`src/rtl/mem_access_unit.sv`:
```
// MEM-stage data-memory access unit: registered bus handshake with pipeline stall,
// AdEL/AdES/bus-error detection and the LL/SC link bit.
module mem_access_unit #(
    parameter int ADDR_W     = 32,
    parameter int TIMEOUT    = 16,
    parameter bit BIG_ENDIAN = 1'b1
) (
    input  logic              clk,
    input  logic              rst,
    input  logic              op_valid_i,
    input  logic [3:0]        op_i,
    input  logic [ADDR_W-1:0] addr_i,
    input  logic [31:0]       wdata_i,
    input  logic              flush_i,
    input  logic              llclr_i,
    output logic              bus_req_o,
    output logic              bus_we_o,
    output logic [3:0]        bus_sel_o,
    output logic [ADDR_W-1:0] bus_addr_o,
    output logic [31:0]       bus_wdata_o,
    input  logic              bus_ack_i,
    input  logic [31:0]       bus_rdata_i,
    output logic              stallreq_o,
    output logic              done_o,
    output logic [31:0]       rdata_o,
    output logic [4:0]        excepttype_o,
    output logic [ADDR_W-1:0] badvaddr_o,
    output logic              llbit_o
);
    // state | meaning
    // IDLE  | waiting for a memory op from the MEM stage
    // BUS   | request outstanding, result will be reported
    // DRAIN | flushed mid-access; finish the bus cycle silently
    // RESP  | one-cycle result / exception strobe

    typedef enum logic [1:0] {S_IDLE, S_BUS, S_DRAIN, S_RESP} state_t;

    localparam logic [3:0] OP_LB  = 4'd1;
    localparam logic [3:0] OP_LBU = 4'd2;
    localparam logic [3:0] OP_LH  = 4'd3;
    localparam logic [3:0] OP_LHU = 4'd4;
    localparam logic [3:0] OP_LW  = 4'd5;
    localparam logic [3:0] OP_SB  = 4'd6;
    localparam logic [3:0] OP_SH  = 4'd7;
    localparam logic [3:0] OP_SW  = 4'd8;
    localparam logic [3:0] OP_LL  = 4'd9;
    localparam logic [3:0] OP_SC  = 4'd10;

    localparam logic [4:0] EXC_NONE = 5'd0;
    localparam logic [4:0] EXC_ADEL = 5'd4;
    localparam logic [4:0] EXC_ADES = 5'd5;
    localparam logic [4:0] EXC_DBE  = 5'd7;

    localparam int               CNT_W    = (TIMEOUT > 1) ? $clog2(TIMEOUT) : 1;
    localparam logic [CNT_W-1:0] CNT_LOAD = (TIMEOUT > 1) ? CNT_W'(TIMEOUT - 1) : '0;
    localparam bit               TO_EN    = (TIMEOUT != 0);

    state_t           state;
    logic [3:0]       op_q;
    logic [1:0]       lane_q;
    logic             half_hi_q;
    logic [CNT_W-1:0] cnt;

    logic        is_byte, is_half, is_word, is_load, is_store;
    logic        misaligned, accept, timeout_hit, sc_ok;
    logic [1:0]  lane;
    logic        half_hi;
    logic [3:0]  sel_d;
    logic [31:0] wdata_d, shifted, result_d;
    logic [15:0] half_d;

    always_comb begin
        is_byte  = (op_i == OP_LB) || (op_i == OP_LBU) || (op_i == OP_SB);
        is_half  = (op_i == OP_LH) || (op_i == OP_LHU) || (op_i == OP_SH);
        is_word  = (op_i == OP_LW) || (op_i == OP_SW) || (op_i == OP_LL) || (op_i == OP_SC);
        is_store = (op_i == OP_SB) || (op_i == OP_SH) || (op_i == OP_SW) || (op_i == OP_SC);
        is_load  = (is_byte || is_half || is_word) && !is_store;
        // Byte lane holding the addressed byte; big-endian puts offset 0 in the top lane.
        lane     = BIG_ENDIAN ? ~addr_i[1:0] : addr_i[1:0];
        half_hi  = BIG_ENDIAN ? ~addr_i[1] : addr_i[1];
        misaligned = (is_half && addr_i[0]) || (is_word && (addr_i[1:0] != 2'b00));
        sel_d   = 4'b1111;
        wdata_d = wdata_i;
        if (is_byte) begin
            sel_d   = 4'b0001 << lane;
            wdata_d = {4{wdata_i[7:0]}};
        end else if (is_half) begin
            sel_d   = half_hi ? 4'b1100 : 4'b0011;
            wdata_d = {2{wdata_i[15:0]}};
        end
    end

    // rst gating keeps stallreq_o low while reset is held with an op pending.
    assign accept = rst && (state == S_IDLE) && op_valid_i && (is_load || is_store) && !flush_i;

    always_comb begin
        shifted  = bus_rdata_i >> {lane_q, 3'b000};
        half_d   = half_hi_q ? bus_rdata_i[31:16] : bus_rdata_i[15:0];
        result_d = 32'd0;
        case (op_q)
            OP_LB:        result_d = {{24{shifted[7]}}, shifted[7:0]};
            OP_LBU:       result_d = {24'd0, shifted[7:0]};
            OP_LH:        result_d = {{16{half_d[15]}}, half_d};
            OP_LHU:       result_d = {16'd0, half_d};
            OP_LW, OP_LL: result_d = bus_rdata_i;
            OP_SC:        result_d = 32'd1;
            default:      result_d = 32'd0;
        endcase
    end

    assign timeout_hit = TO_EN && (cnt == '0);
    assign sc_ok       = (op_q == OP_SC) && (excepttype_o == EXC_NONE) && rdata_o[0];
    assign done_o      = (state == S_RESP) && !flush_i;
    assign stallreq_o  = accept || (state == S_BUS) || (state == S_DRAIN);

    always_ff @(posedge clk or negedge rst) begin
        if (!rst) begin
            state        <= S_IDLE;
            op_q         <= 4'd0;
            lane_q       <= 2'd0;
            half_hi_q    <= 1'b0;
            cnt          <= '0;
            bus_req_o    <= 1'b0;
            bus_we_o     <= 1'b0;
            bus_sel_o    <= 4'd0;
            bus_addr_o   <= '0;
            bus_wdata_o  <= 32'd0;
            rdata_o      <= 32'd0;
            excepttype_o <= EXC_NONE;
            badvaddr_o   <= '0;
            llbit_o      <= 1'b0;
        end else begin
            case (state)
                S_IDLE: begin
                    if (accept) begin
                        op_q      <= op_i;
                        lane_q    <= lane;
                        half_hi_q <= half_hi;
                        if (misaligned) begin
                            state        <= S_RESP;
                            excepttype_o <= is_load ? EXC_ADEL : EXC_ADES;
                            badvaddr_o   <= addr_i;
                            rdata_o      <= 32'd0;
                        end else if ((op_i == OP_SC) && !llbit_o) begin
                            state        <= S_RESP;
                            excepttype_o <= EXC_NONE;
                            rdata_o      <= 32'd0;
                        end else begin
                            state        <= S_BUS;
                            excepttype_o <= EXC_NONE;
                            bus_req_o    <= 1'b1;
                            bus_we_o     <= is_store;
                            bus_sel_o    <= sel_d;
                            bus_addr_o   <= {addr_i[ADDR_W-1:2], 2'b00};
                            bus_wdata_o  <= is_store ? wdata_d : 32'd0;
                            cnt          <= CNT_LOAD;
                        end
                    end
                end
                S_BUS: begin
                    if (bus_ack_i) begin
                        bus_req_o <= 1'b0;
                        rdata_o   <= result_d;
                        state     <= flush_i ? S_IDLE : S_RESP;
                    end else if (timeout_hit) begin
                        bus_req_o    <= 1'b0;
                        excepttype_o <= EXC_DBE;
                        state        <= flush_i ? S_IDLE : S_RESP;
                    end else begin
                        if (cnt != '0) cnt <= cnt - 1'b1;
                        if (flush_i) state <= S_DRAIN;
                    end
                end
                S_DRAIN: begin
                    if (bus_ack_i || timeout_hit) begin
                        bus_req_o <= 1'b0;
                        state     <= S_IDLE;
                    end else if (cnt != '0) begin
                        cnt <= cnt - 1'b1;
                    end
                end
                S_RESP:  state <= S_IDLE;
                default: state <= S_IDLE;
            endcase

            if (llclr_i) begin
                llbit_o <= 1'b0;
            end else if ((state == S_RESP) && !flush_i) begin
                if (sc_ok)
                    llbit_o <= 1'b0;
                else if ((op_q == OP_LL) && (excepttype_o == EXC_NONE))
                    llbit_o <= 1'b1;
            end
        end
    end
endmodule

```
`config.mk`:
```
export PLATFORM = sky130hd
export DESIGN_NAME = mem_access_unit
export DESIGN_NICKNAME = d
export VERILOG_FILES = /design/src/rtl/mem_access_unit.sv
export SDC_FILE = /design/constraint.sdc
export NUM_CORES = 1
export LEC_CHECK = 0
export ABC_AREA = 1
export CAP_MARGIN = 10
export CORE_AREA = 4 4 182 96
export CTS_CLUSTER_SIZE = 8
export DETAILED_ROUTE_END_ITERATION = 12
export DIE_AREA = 0 0 186 100
export GPL_ROUTABILITY_DRIVEN = 0
export MAX_ROUTING_LAYER = met4
export PLACE_DENSITY = 0.92
export SYNTH_ARGS = -nofsm -noshare
export SYNTH_HDL_FRONTEND = slang
export SYNTH_SLANG_ARGS = --single-unit
```
`constraint.sdc`:
```
create_clock -name clk -period 5 [get_ports clk]
set_clock_uncertainty 0.15 [all_clocks]
set_input_delay 1.25 -clock clk [delete_from_list [all_inputs] [get_ports clk]]
set_output_delay 1.25 -clock clk [all_outputs]
set_load 0.02 [all_outputs]
```
==> results.json, run 1 <==
{
  "outcome": "finished, final reports clean",
  "cts_sinks": 148,
  "drive_above_1_share_pct": 4.651,
  "rows": 33,
  "synth_ff_type": "dfrtp_1",
  "startpoint_type": "input pin",
  "wire_per_inst_um": 17.32,
  "dieArea_sq_um": 18600,
  "cts_inserted_buffers": 17,
  "clkTransAtPathRegs_ns": 0.06,
  "postCtsHoldBufs": 0,
  "met3_usage_pct": 7.893,
  "maxSlewHeadroom_pct": 20.40,
  "antenna_found_initial": 0,
  "vias_per_cell": 5.397,
  "grtUsageMet2_pct": 39.84,
  "dr.first_iter.drc_count": 903,
  "fp.dieW_um": 186,
  "yosys_warnings": 0,
  "async_reset_ff_share_pct": 100.0,
  "setup_viol": 0,
  "track_usage_pct": 28.09,
  "vias": 8095,
  "core_area_sq_um": 15940,
  "hpwl_um": 19010,
  "final_nets": 1389,
  "drc": 0,
  "cts_tree": "yes",
  "syn_area_sq_um": 7647,
  "max-cap-violations": 0,
  "holdCritPathClass": "reg -> reg",
  "grt_pass1_vias": 7635,
  "synth_seq_cells": 148,
  "grt_overflow": 0,
  "initial_utilization_pct": 47.98,
  "worst_slew_pin_slew_ns": 1.194,
  "min_period_over_period_pct": 91.52,
  "synth-edff-count": 0,
  "setup-tns-final_ns": 0,
  "post_cts_resized": 0,
  "power.density_nw_per_um2": 574.1,
  "dr.pass1.iters": 9,
  "ys_seq_area_share_pct": 48.43,
  "clk_root_buffer_cell": "clkbuf_16",
  "syn_avg_cell_area_sq_um": 7.221,
  "area_delta_synth_final_pct": 40.64,
  "h-tree-depth": 4,
  "cp_max_fo": 17,
  "numPortBuffers": 243,
  "ant_nets": 0,
  "io-pin-count": 248,
  "required_ns": 3.60,
  "grt_pass1_wl_um": 40190,
  "fmax_ghz": 0.2185,
  "grt_max_degree": 76,
  "clk_latency_ns": 0.41,
  "antennaDiodeCount": 0,
  "leakagePower_nw": 5.380,
  "post-route-min-period_ns": 4.576,
  "routed_wirelength_um": 25990,
  "syn_inst": 1059,
  "cts_buffer_depth": 2,
  "cp_data_arrival_time_ns": 3.18,
  "grt_setup_unrepaired": "false",
  "met1_usage_pct": 40.07,
  "busiest_layer": "met1",
  "criticalPathCategory": "in -> out",
  "dieHeight_um": 100,
  "holdWs_ns": 0.3215,
  "irDropWorstVdd_mv": 0.2281,
  "finalHoldViolations": 0,
  "synth_cell_types": 33,
  "final_max_slew_viol_count": 0,
  "post-cts-setup-buffers": 0,
  "end_kind": "primary output"
}
-- flip-flops by register name, indices dropped and copies added, names as in the netlist --
register,count
bus_addr_o,30
lane_q,2
bus_wdata_o,32
bus_req_o,1
bus_sel_o,4
llbit_o,1
cnt,4
badvaddr_o,32
rdata_o,32
op_q,4
bus_we_o,1
excepttype_o,3
state,2
-- cells by family (layout without fill, tap and decap cells) --
group           after synthesis  count (layout)  synth area share [%]
fa+ha+maj                     6               6                0.9816
other cells                   1               4               0.04904
flops                       148             148                 48.43
compound gates              124             124                 8.737
simple gates                663             663                 35.00
buf+inv                     117             345                 6.806
-- synth_stat cells, types with 4 or more instances --
cell type / number / area (sq um)
buf_4: 9 / 67.56
dfrtp_1: 148 / 3704
nand3_1: 98 / 490.5
a31oi_1: 24 / 150.1
buf_2: 19 / 95.09
ha_1: 6 / 75.07
clkbuf_1: 25 / 93.84
o21ai_1: 11 / 55.05
nor2_1: 45 / 168.9
nand4_1: 7 / 43.79
or2_2: 4 / 25.02
inv_1: 53 / 198.9
nand2_1: 501 / 1881
o21ai_0: 56 / 280.3
a21oi_1: 27 / 135.1
-- worst max-delay path: stages --
cell	delay, ns
clkdlybuf4s50_1	0.55
inv_1	0.13
nand2_1	0.09
nand2_1	0.07
nand2_1	0.10
nand3_2	0.14
nand2_4	0.20
nand2_1	0.09
clkdlybuf4s50_1	0.55
-- metrics by stage --
| step | util (%) | setup WS (ns) | area (sq um) | std cells | total power, mW |
|---|---|---|---|---|---|
| 2_1_floorplan | - | 1.379 | 7659 | 1062 | 3.518 |
| 3_5_place_dp | 63.63 | 0.4505 | 10140 | 1468 | 4.838 |
| 4_1_cts | 67.48 | 0.4391 | 10760 | 1500 | 6.172 |
| 3_3_place_gp | 63.63 | 0.5265 | 10140 | 1468 | 4.736 |
| 6_report | 67.48 | 0.4241 | 10760 | 1500 | 6.174 |
| 5_1_grt | 67.48 | 0.2561 | 10760 | 1500 | 6.542 |
-- cells in the final DEF (no fill, tap or decap), drive strengths merged, types with 2 or more instances in the layout --
master	n
nand2	504
clkdlybuf4s50	242
dfrtp	148
nand3	99
o21ai	67
inv	62
nor2	47
a21oi	28
a31oi	24
clkbuf	17
buf	12
clkinv	8
nand4	7
ha	6
or2	4
conb	4
clkinvlp	3
o21a	2
-- power breakdown --
group | switching, mW | internal [mW] | leakage (nW)
combinational | 1.71 | 1.18 | 3.13
clock | 0.592 | 0.720 | 0.289
sequential | 0.335 | 1.63 | 1.96
total | 2.64 | 3.53 | 5.38
-- area by class of cell --
class / count / area [sq um]
timing repair buffer: 254 / 2516
inverter: 59 / 221.5
sequential: 148 / 3704
multi-input combinational: 797 / 3437
clock buffer: 17 / 425.4
tap: 210 / 262.8
clock inverter: 15 / 188.9
fill: 1312 / 5182
-- worst paths after layout --
path / slack (ns) / start / depth (start not counted) / endpoint
setup reg to reg: 1.65 / state[0] / 9 / bus_wdata_o[6]
min in group asynchronous: 0.89 / rst / 2 / bus_addr_o[31]
max in group asynchronous: 2.24 / rst / 3 / bus_wdata_o[25]
hold / removal: 0.32 / bus_sel_o[3] / 2 / bus_sel_o[3]
hold reg to reg: 0.32 / bus_sel_o[3] / 2 / bus_sel_o[3]
setup / recovery: 0.42 / op_i[1] / 9 / stallreq_o
-- per-layer routing --
layer | up-vias | part of all wire (%)
met2 | 467 | 42
met5 | - | 0
li1 | 3808 | -
met1 | 3768 | 44
met4 | 0 | 1.7
met3 | 52 | 12
(Power assumes the default switching activity.)
==> run 2: changes to the inputs <==
--- a/config.mk
+++ b/config.mk
@@ -13,7 +13,8 @@
 export DIE_AREA = 0 0 186 100
 export GPL_ROUTABILITY_DRIVEN = 0
 export MAX_ROUTING_LAYER = met4
-export PLACE_DENSITY = 0.92
+export PLACE_DENSITY = 0.83
 export SYNTH_ARGS = -nofsm -noshare
 export SYNTH_HDL_FRONTEND = slang
 export SYNTH_SLANG_ARGS = --single-unit
+export TNS_END_PERCENT = 20
==> run 2 against run 1 <==
  * Sequential share of layout area hardly changed
  * Power is 0.38% lower
  * Combinational power hardly changed
  * Core utilization hardly changed
  * Wire length is 1.1% lower
  * Sequential power hardly changed
  * Via count is 1.1% lower
  * Register-to-register slack better by 0.41 ns
  * Critical path depth is 1 lower
  * Largest power group unchanged
==> results.json, run 2 (synthesis results as in run 1) <==
{
  "outcome": "finished, final reports clean",
  "dieArea_sq_um": 18600,
  "wire_per_inst_um": 17.14,
  "final_nets": 1389,
  "dr.pass1.iters": 6,
  "end_kind": "primary output",
  "startpoint_type": "input pin",
  "h-tree-depth": 4,
  "postCtsHoldBufs": 0,
  "r2r_setup_slack_ns": 2.06,
  "antennaDiodeCount": 0,
  "ant_nets": 0,
  "worst_slew_pin_slew_ns": 1.114,
  "drive_above_1_share_pct": 4.651,
  "dieHeight_um": 100,
  "setup_viol": 0,
  "maxSlewHeadroom_pct": 25.65,
  "cp_data_arrival_time_ns": 3.15,
  "cts_inserted_buffers": 17,
  "grt_pass1_vias": 7417,
  "setup-tns-final_ns": 0,
  "grt_setup_unrepaired": "false",
  "final_core_util_pct": 67.49,
  "rows": 33,
  "power_frac_seq_pct": 31.9,
  "io-pin-count": 248,
  "intPower_mw": 3.587,
  "grt_max_degree": 149,
  "power_frac_comb_pct": 47.1,
  "cts_buffer_depth": 2,
  "post-route-min-period_ns": 4.552,
  "criticalPathCategory": "in -> out",
  "vias": 8004,
  "antenna_found_initial": 0,
  "swShare_pct": 41.68,
  "layout_common_cells": "nand2_1, clkdlybuf4s50_1, dfrtp_1",
  "p_total_mw": 6.151,
  "finalHoldViolations": 0,
  "hpwl_um": 18690,
  "startpoint": "op_i[0]",
  "clk_root_buffer_cell": "clkbuf_16",
  "power.density_nw_per_um2": 571.8,
  "track_usage_pct": 28.55,
  "routed_wirelength_um": 25700,
  "numPortBuffers": 243,
  "core_area_sq_um": 15940,
  "post_cts_resized": 0,
  "initial_utilization_pct": 47.98,
  "fp.dieW_um": 186,
  "worstReg2RegStart": "state[1]",
  "cp_max_fo": 17,
  "clk_latency_ns": 0.41,
  "post-cts-setup-buffers": 0,
  "grt_pass1_wl_um": 40290,
  "min_period_over_period_pct": 91.03,
  "cts_sinks": 148,
  "max-cap-violations": 0,
  "drc": 0,
  "mostFrequentLayoutCell": "nand2_1",
  "required_ns": 3.60,
  "clkTransAtPathRegs_ns": 0.06,
  "r2r_cells": 10,
  "dr.first_iter.drc_count": 815,
  "vias_per_cell": 5.336,
  "p_sw_mw": 2.564,
  "area_delta_synth_final_pct": 40.66,
  "cts_tree": "yes",
  "top_regs": "badvaddr_o x32, bus_wdata_o x32, rdata_o x32",
  "endpoint": "stallreq_o",
  "fmax_ghz": 0.2197,
  "reg2reg_to": "rdata_o[25]",
  "power_frac_clock_pct": 21.0,
  "final_max_slew_viol_count": 0,
  "grt_overflow": 0,
  "leakagePower_nw": 5.390,
  "holdCritPathClass": "reg -> reg",
  "irDropWorstVdd_mv": 0.2771
}
[run 2: cell types whose count changed in the layout (fill, tap and decap cells not counted), moves of 2 or more]
cell,change
clkinv_4,+4
clkinv_2,+2
clkinv_8,-4
clkinvlp_4,-2
clkbuf_8,+2
inv_8,-3
[run 2: per-layer routing]
metal	track usage, %	vias to the layer above	part of all wire (%)
li1	-	3811	-
met1	43.04	3698	46
met2	37.29	453	40
met3	9.667	42	13
met4	5.540	0	1.2
met5	-	-	0
[run 2: worst max-delay path: stages]
cell and delay [ns]:
clkdlybuf4s50_1 0.57, nand2_1 0.16, nand2_1 0.12, nand2_1 0.08
nand3_2 0.12, nand2_4 0.14, nand2_1 0.11, clkdlybuf4s50_1 0.60
[run 2: through the flow]
step	cells	hold WS [ns]	cell area, sq um	setup WS, ns
6_report	1500	0.3176	10760	0.4483
5_1_grt	1500	0.3433	10760	0.3198
4_1_cts	1500	0.3229	10760	0.4929
3_5_place_dp	1468	0.3082	10150	0.4955
3_3_place_gp	1468	0.3024	10150	0.5591
2_1_floorplan	1062	0.2919	7659	1.379
[run 2: final cells by class]
class / count / area [sq um]
repair buffers: 254 / 2529
clock buffers: 19 / 452.9
inverters: 59 / 221.5
multi-input cells: 797 / 3437
clock inverters: 13 / 150.1
flip-flops and latches: 148 / 3704
fillers: 1339 / 5181
well taps: 210 / 262.8
[run 2: worst min-delay path by stage]
stage                   start        endpoint  slack (ns)  cells past startpoint
2_1_floorplan          cnt[1]          cnt[1]        0.29                      2
3_3_place_gp   bus_addr_o[19]  bus_addr_o[19]        0.30                      2
3_5_place_dp   badvaddr_o[21]  badvaddr_o[21]        0.31                      2
4_1_cts         bus_addr_o[4]   bus_addr_o[4]        0.32                      2
5_1_grt         bus_addr_o[4]   bus_addr_o[4]        0.34                      2
6_report        bus_addr_o[4]   bus_addr_o[4]        0.32                      2
[run 2: power groups by stage]
stage,clock network (mW),registers (mW),logic (mW)
after floorplan,0,2.37,1.15
after global placement,0,1.96,2.81
after detailed placement,0,1.97,2.86
after CTS,1.31,1.96,2.87
after global routing,1.38,2.02,3.14
final,1.29,1.96,2.90
